[config.mk]
export PLATFORM = sky130hd
export DESIGN_NAME = bch_dec_ctrl
export DESIGN_NICKNAME = d
export VERILOG_FILES = /design/src/rtl/bch_dec_pkg.sv /design/src/rtl/bch_dec_phase_cnt.sv /design/src/rtl/bch_dec_ctrl.sv
export SDC_FILE = /design/constraint.sdc
export NUM_CORES = 1
export LEC_CHECK = 0
export ABC_AREA = 1
export CORE_UTILIZATION = 56
export DETAILED_ROUTE_END_ITERATION = 6
export PLACE_DENSITY = 0.83
export SYNTH_ARGS = -nofsm -noshare
export SYNTH_HDL_FRONTEND = slang
export SYNTH_SLANG_ARGS = --single-unit
[constraint.sdc]
create_clock -name clk -period 2.2 [get_ports clk]
set_input_delay 0.22 -clock clk [delete_from_list [all_inputs] [get_ports clk]]
set_output_delay 0.22 -clock clk [all_outputs]
set_load 0.005 [all_outputs]
[src/rtl/bch_dec_pkg.sv]
// bch_dec_pkg: shared state encoding and default timing constants for the BCH decoder controller.
package bch_dec_pkg;
  typedef enum logic [2:0] {IDLE, LOAD, EUCLID, SEL, SEARCH, REPORT} state_e;
  localparam int T_DEF        = 8;
  localparam int SYN_LEN_DEF  = 16;
  localparam int EU_LAT_DEF   = 57;
  localparam int CS_STEPS_DEF = 527;
  localparam int UIN_PHASE    = 14;
endpackage

[src/rtl/bch_dec_phase_cnt.sv]
// bch_dec_phase_cnt: phase/step counter with synchronous clear (priority) and count enable.
module bch_dec_phase_cnt #(
  parameter int W = 10
) (
  input  logic         clk,
  input  logic         rstn,
  input  logic         clr_i,
  input  logic         en_i,
  output logic [W-1:0] cnt_o
);
  logic [W-1:0] cnt_q, cnt_d;
  assign cnt_d = clr_i ? '0 : en_i ? cnt_q + 1'b1 : cnt_q;
  always_ff @(posedge clk or negedge rstn)
    if (!rstn) cnt_q <= '0;
    else cnt_q <= cnt_d;
  assign cnt_o = cnt_q;
endmodule

[src/rtl/bch_dec_ctrl.sv]
// bch_dec_ctrl: sequences syndrome load, Euclidean run and Chien search for one codeword.
// Optional stall watchdog enabled by defining BCH_DEC_CTRL_WDOG_EN.
module bch_dec_ctrl
  import bch_dec_pkg::*;
#(
  parameter int T        = T_DEF,
  parameter int SYN_LEN  = SYN_LEN_DEF,
  parameter int EU_LAT   = EU_LAT_DEF,
  parameter int CS_STEPS = CS_STEPS_DEF
) (
  input  logic       clk,
  input  logic       rstn,
  input  logic       cw_valid,
  output logic       cw_ready,
  output logic       synd_rd,
  output logic       eu_start,
  output logic       eu_stop,
  output logic       eu_rin_one,
  output logic       eu_uin_one,
  output logic       ch_sel,
  output logic       ch_adv,
  input  logic       ch_stall,
  input  logic       err_found,
  output logic       busy,
  output logic       dec_done,
  output logic [3:0] dec_nerr,
  output logic       dec_fail
);
  localparam int CMAX = EU_LAT > CS_STEPS ? EU_LAT : CS_STEPS;
  localparam int CW   = $clog2(CMAX + 1);
  state_e        state_q, state_d;
  logic [3:0]    nerr_q, nerr_d;
  logic          fail_q, fail_d;
  logic [CW-1:0] cnt;
  logic          cnt_clr, cnt_en, accept, wd_trip, wd_fail, rep_fail;
  // One counter serves as phase counter through SEL, then as Chien step counter.
  bch_dec_phase_cnt #(.W(CW)) u_cnt (
    .clk   (clk),
    .rstn  (rstn),
    .clr_i (cnt_clr),
    .en_i  (cnt_en),
    .cnt_o (cnt)
  );
  assign accept   = cw_valid & (state_q == IDLE);
  assign rep_fail = (32'(nerr_q) > T) | wd_fail;
`ifdef BCH_DEC_CTRL_WDOG_EN
  logic [3:0] wd_q, wd_d;
  logic       wdf_q, wdf_d;
  assign wd_trip = (state_q == SEARCH) & ch_stall & (wd_q == 4'hf);
  assign wd_d    = (state_q == SEARCH && ch_stall) ? wd_q + 4'd1 : 4'd0;
  assign wdf_d   = accept ? 1'b0 : (wdf_q | wd_trip);
  always_ff @(posedge clk or negedge rstn)
    if (!rstn) begin
      wd_q  <= '0;
      wdf_q <= 1'b0;
    end else begin
      wd_q  <= wd_d;
      wdf_q <= wdf_d;
    end
  assign wd_fail = wdf_q;
`else
  assign wd_trip = 1'b0;
  assign wd_fail = 1'b0;
`endif
  always_comb begin
    state_d    = state_q;
    nerr_d     = nerr_q;
    fail_d     = fail_q;
    cnt_clr    = 1'b0;
    cnt_en     = 1'b0;
    cw_ready   = 1'b0;
    synd_rd    = 1'b0;
    eu_start   = 1'b0;
    eu_stop    = 1'b0;
    eu_rin_one = 1'b0;
    eu_uin_one = 1'b0;
    ch_sel     = 1'b0;
    ch_adv     = 1'b0;
    dec_done   = 1'b0;
    dec_fail   = fail_q;
    case (state_q)
      IDLE: begin
        cw_ready   = 1'b1;
        eu_rin_one = 1'b1;
        eu_stop    = 1'b1;
        if (cw_valid) begin
          state_d = LOAD;
          cnt_clr = 1'b1;
          nerr_d  = '0;
          fail_d  = 1'b0;
        end
      end
      LOAD: begin
        synd_rd    = 1'b1;
        eu_start   = 1'b1;
        eu_stop    = cnt == '0;
        eu_uin_one = cnt == CW'(UIN_PHASE);
        cnt_en     = 1'b1;
        if (cnt == CW'(SYN_LEN - 1)) state_d = EUCLID;
      end
      EUCLID: begin
        eu_start = 1'b1;
        cnt_en   = 1'b1;
        if (cnt == CW'(EU_LAT - 1)) state_d = SEL;
      end
      SEL: begin
        ch_sel  = 1'b1;
        ch_adv  = 1'b1;
        cnt_clr = 1'b1;
        state_d = SEARCH;
      end
      SEARCH: begin
        ch_adv = ~ch_stall;
        cnt_en = ~ch_stall;
        if (wd_trip || (!ch_stall && cnt == CW'(CS_STEPS - 1))) state_d = REPORT;
      end
      REPORT: begin
        dec_done = 1'b1;
        dec_fail = rep_fail;
        fail_d   = rep_fail;
        state_d  = IDLE;
      end
      default: state_d = IDLE;
    endcase
    if ((state_q == SEARCH || state_q == REPORT) && err_found && nerr_q != 4'hf)
      nerr_d = nerr_q + 4'd1;
  end
  always_ff @(posedge clk or negedge rstn)
    if (!rstn) begin
      state_q <= IDLE;
      nerr_q  <= '0;
      fail_q  <= 1'b0;
    end else begin
      state_q <= state_d;
      nerr_q  <= nerr_d;
      fail_q  <= fail_d;
    end
  assign busy     = state_q != IDLE;
  assign dec_nerr = nerr_q;
endmodule

==> impl_metrics.tcl <==
set metrics [dict create \
    fin_ws_ns 0.153 \
    io_buffers 19 \
    drtPass1Iterations 6 \
    path_delay_family "buffers and inverters" \
    synth-edff-count 0 \
    fp-row-count 16 \
    path_cells "buf_4 -> nor3_2 -> nand2_1 -> nand2_1 -> clkdlybuf4s50_1" \
    ys_warn_count 0 \
    routed_wl_um 2840 \
    cts_root_buf "clkbuf_4" \
    first_global_vias 1114 \
    arrival_ns 1.83 \
    num_antenna_cells 0 \
    status "completed" \
    critical_path_class "flip-flop to output port" \
    cts.path.max_buffers 2 \
    start_kind "flip-flop" \
    place_hpwl_um 2130 \
    async_flop_share_pct 100 \
    p_switching_mw 0.338 \
    seqPwrFrac_pct 48.7 \
    synthesis.instances 177 \
    synth_compound_area_share_pct 8.61 \
    grt_max_degree 19 \
    synth.largest_area_cell "dfrtp_1" \
    holdCritPathClass "primary input to asynchronous set/reset pin" \
    critPathMaxFanout 4 \
    path_clk_slew_ns 0.11 \
    vias 1212 \
    synth_top_family_by_area "simple AND/OR/NAND/NOR gates" \
    grt-ovfl-total 0 \
    synth_cell_type_count 25 \
    gp_congestion 0.883 \
    period_minus_slack_ns 2.05 \
    tightestPinTransition_ns 0.388 \
    p_leak_nw 0.833 \
    clockPowerShare_pct 24.2 \
    drc 0 \
    synth_seq_area_share_pct 36.5 \
    setup_viol 0 \
    synth_mux_area_share_pct 0 \
    p_per_area_nw_per_um2 585 \
    finalHoldViolCount 0 \
    initialDrtViolationCount 54 \
    maxCapViolations 0 \
    drv_slew 0 \
    die_w_um 49.0 \
    clk-insertion-delay-late_ns 0.31 \
    fin_nets 215 \
    ys_ff_latch 18 \
    core_sq_um 2020 \
    reg2reg_slack_ns 0.64 \
    clock-sinks 18 \
    slowest_delay_ns 0.49 \
    synth_simple_gate_area_share_pct 38.0 \
    netlist_area_sq_um 1230 \
    htreeDepth 1 \
    end_kind "output port" \
    yosys_most_used_dff "dfrtp_1" \
    io_pins 20 \
    fin_skew_ns 0.00175 \
    synth_nets 187 \
    via_per_inst 5.25 \
    track_usage_pct 26.3 \
    netlist_top_cells_area "dfrtp_1 36%, nand2_1 14%, inv_1 8.5%, nor2_1 5.8%, nand3_1 5.7%" \
    combPwrFrac_pct 27.1 \
    synth_adder_area_share_pct 5.07 \
    syn_area_per_cell_sq_um 6.98 \
    grt_first_pass_wirelength_um 4860 \
    seqCellArea_sq_um 452 \
    synth_xor_area_share_pct 0.709 \
    cp_slowest_cell "clkdlybuf4s50_1" \
    dp_slack_ns 0.361 \
    die_area_sq_um 2400 \
    timing.final.crit_share_pct 93.0 \
    die_y_um 49.0 \
    ant_nets 0 \
    required_ns 1.98 \
    fmax_mhz 489 \
    synth_top_area_share_pct 36.5 \
    cts_tree "built" \
    finalSetupTns_ns 0 \
    netSwitchingFraction_pct 37.4 \
    path_common_cell "nand2_1" \
    cts_buffers 3 \
    antenna_found_initial 0 \
    intPower_mw 0.566 \
    final_layout_size_suffix_gt1_share_pct 14.7 \
    cp_num_buf_inv 2 \
    fillers 165 \
    rsz0062_at_grt "no" \
    irDropWorstVdd_mv 0.507 \
    initial_core_util_pct 61.1 \
    area_growth_pct 25.0 \
    multi_input_area_sq_um 662 \
    wl_per_cell_um 12.3 \
    slew_headroom_pct 74.0 \
]
[power groups by stage]
stage               Sequential [mW]  Combinational (mW)  Clock (mW)
floorplan                     0.428               0.186           0
global placement              0.438               0.235           0
detailed placement            0.440               0.240           0
CTS                           0.434               0.241       0.224
global route                  0.448               0.281       0.234
finish                        0.440               0.245       0.218
[through the flow]
stage	utilization [%]	total power [mW]	hold WS, ns	cells	area (sq um)
floorplan	-	0.614	-0.0756	177	1230
CTS	73.9	0.900	0.233	227	1500
detailed placement	72.2	0.681	0.541	223	1460
finish	76.4	0.904	0.229	231	1540
global route	76.4	0.964	0.238	231	1540
global placement	72.2	0.673	0.530	223	1460
[timing repair]
| item | in CTS | in global routing |
|---|---|---|
| setup endpoints to repair | 0 | 2 |
| setup buffers | 0 | 4 |
| gates resized for setup | 0 | 7 |
| hold buffers | 0 | 0 |
[final timing paths]
path,from,endpoint,cells past startpoint
max,state_q[1],dec_fail,5
min,rstn,dec_nerr[3],2
max reg2reg,u_cnt.cnt_o[0],state_q[1],7
min reg2reg,fail_q,fail_q,2
max in group asynchronous,rstn,state_q[1],2
min in group clk,fail_q,fail_q,2
[cell type report]
type	instances	area share [%]
repair buffers	24	14.9
inverters	34	8.43
multi-input cells	124	42.9
well taps	27	2.19
clock buffers	4	2.35
flip-flops and latches	18	29.3
[flip-flops by register name, summed over array words and instances (netlist names)]
signal / count
state_q: 3
fail_q: 1
dec_nerr: 4
u_cnt.cnt_o: 10
[metal layers]
metal | wire (um) | global-route usage [%] | vias up
met4 | 42 | 8.82 | 0
met3 | 136 | 2.80 | 5
met2 | 1410 | 45.6 | 38
met5 | 0 | 0 | -
met1 | 1250 | 33.9 | 554
li1 | - | - | 615
[cell usage after synthesis (all sizes together), types with 2 or more instances]
master,instances
nand2,48
inv,34
nor2,23
dfrtp,18
nand3,16
o21ai,11
nand4,6
ha,5
nor3,5
a21oi,4
o22ai,2
[cells in the final DEF (no fill, tap or decap), types with 2 or more instances in the layout]
master / count
inv_1: 27
ha_1: 5
inv_2: 6
clkbuf_4: 3
nand2_4: 2
a21oi_1: 4
clkdlybuf4s50_1: 18
nor3_1: 4
buf_4: 5
dfrtp_1: 17
nand3_2: 2
o22ai_1: 2
nor2_2: 4
nor2_1: 17
nand4_1: 6
o21ai_1: 3
nand2_1: 46
nand3_1: 14
o21ai_0: 7
[cell families after synthesis]
kind of cell / Yosys count
AND/OR/NAND/NOR: 99
buffers and inverters: 35
AO/OA/AOI/OAI: 19
flip-flops: 18
adder cells (fa/ha/maj): 5
XOR/XNOR: 1
Note: power is estimated with default switching activity, not from simulation.
==> patch: new RTL, same settings <==
The package constant `SYN_LEN_DEF` goes from 16 to 12.
--- a/src/rtl/bch_dec_pkg.sv
+++ b/src/rtl/bch_dec_pkg.sv
@@ -2,7 +2,7 @@
 package bch_dec_pkg;
   typedef enum logic [2:0] {IDLE, LOAD, EUCLID, SEL, SEARCH, REPORT} state_e;
   localparam int T_DEF        = 8;
-  localparam int SYN_LEN_DEF  = 16;
+  localparam int SYN_LEN_DEF  = 12;
   localparam int EU_LAT_DEF   = 57;
   localparam int CS_STEPS_DEF = 527;
   localparam int UIN_PHASE    = 14;
Function: no difference found for any inputs over 10 cycles, from zero or initial values and one cycle with rstn low; that may be too few to reach the edited logic, so the function may still have changed.
==> patch against the original RTL <==
Global-route usage is 0.19 points higher. Utilization is 1.6 points lower. Sequential cell count stayed put. Hold slack better by 12 ps. Combinational power is 89% higher. Clock skew hardly changed. Clock power is 24% lower. Power is 28% higher. Final area is 1.1% lower. Setup slack worse by 34 ps. Synthesized area is 3.1% higher. Routed wire length is 3.3% lower.
==> patch: results (changes against the original RTL) <==
| Metric | Value |
|---|---|
| Status | complete, no violations |
| FF-to-FF path depth | 8 (+1) |
| Number of global-route vias before repair | 1,174 (+5.4%) |
| DP Cell Count | 219 (-1.8%) |
| R2R Setup Slk | 700 ps (+60 ps) |
| GRT met1 Usage | 31.35% (-2.6 points) |
| Yosys cell types | 30 (+20%) |
| Resized Gates After CTS | 3 (+3) |
| DR vias/cell | 5.377 (+2.5%) |
| Delay-heaviest family, CP | simple AND/OR/NAND/NOR gates |
| Synth top cells by count | 37 x nand2_1, 24 x inv_1, 23 x nor2_1 |
| Place WS | 232.1 ps (-128.6 ps) |
| Max transition margin | 70.56% (-3.4 points) |
| Crit-path max FO | 5 (+1) |
| Main area contributors after synthesis | dfrtp_1 35%, nand2_1 11%, inv_1 7.1% |
| Share of cells above drive strength 1 | 16.33% (+1.6 points) |
| CP startpoint | u_cnt.cnt_o[7]$_DFFE_PN0P_ |
| RR Startpoint | state_q[1]$_DFFE_PN0P_ |
| Post-Synth Adder-Cell Area | 4.912% (-0.15 points) |
| Fillers | 168 (+1.8%) |
| HPWL after DPL | 2105 microns (-1.3%) |
| DR WL met2 | 1365 microns (-3.2%) |
| Wire length on met3 | 114 microns (-16%) |
| Setup bufs post-CTS | 1 (+1) |
| CP peak stage delay | 540 ps (+50 ps) |
| GR Util All Layers | 26.44% (+0.19 points) |
| Nets | 208 (-3.3%) |
==> patch: cell types whose count changed after synthesis, sizes merged, moves of 2 or more <==
| cell | unedited run | this run |
|---|---|---|
| o21ai | 11 | 9 |
| buf | 1 | 3 |
| inv | 34 | 29 |
| nand2 | 48 | 44 |
| nor2 | 23 | 26 |
==> patch: power by group <==
group	leakage (nW)	internal (mW)	total (mW)	switching (mW)
Clock	0.0138	0.0639	0.166	0.102
Combinational	0.531	0.202	0.464	0.262
Sequential	0.226	0.414	0.528	0.114
Total	0.771	0.679	1.16	0.479
==> patch: cell type report <==
class	count	area (sq um)	share of cell area (%)
multi-input combinational	125	704.4	46.15
tap	27	33.78	2.213
clock buffer	3	22.52	1.475
sequential	18	451.7	29.59
timing repair buffer	21	205.2	13.44
inverter	29	108.9	7.131
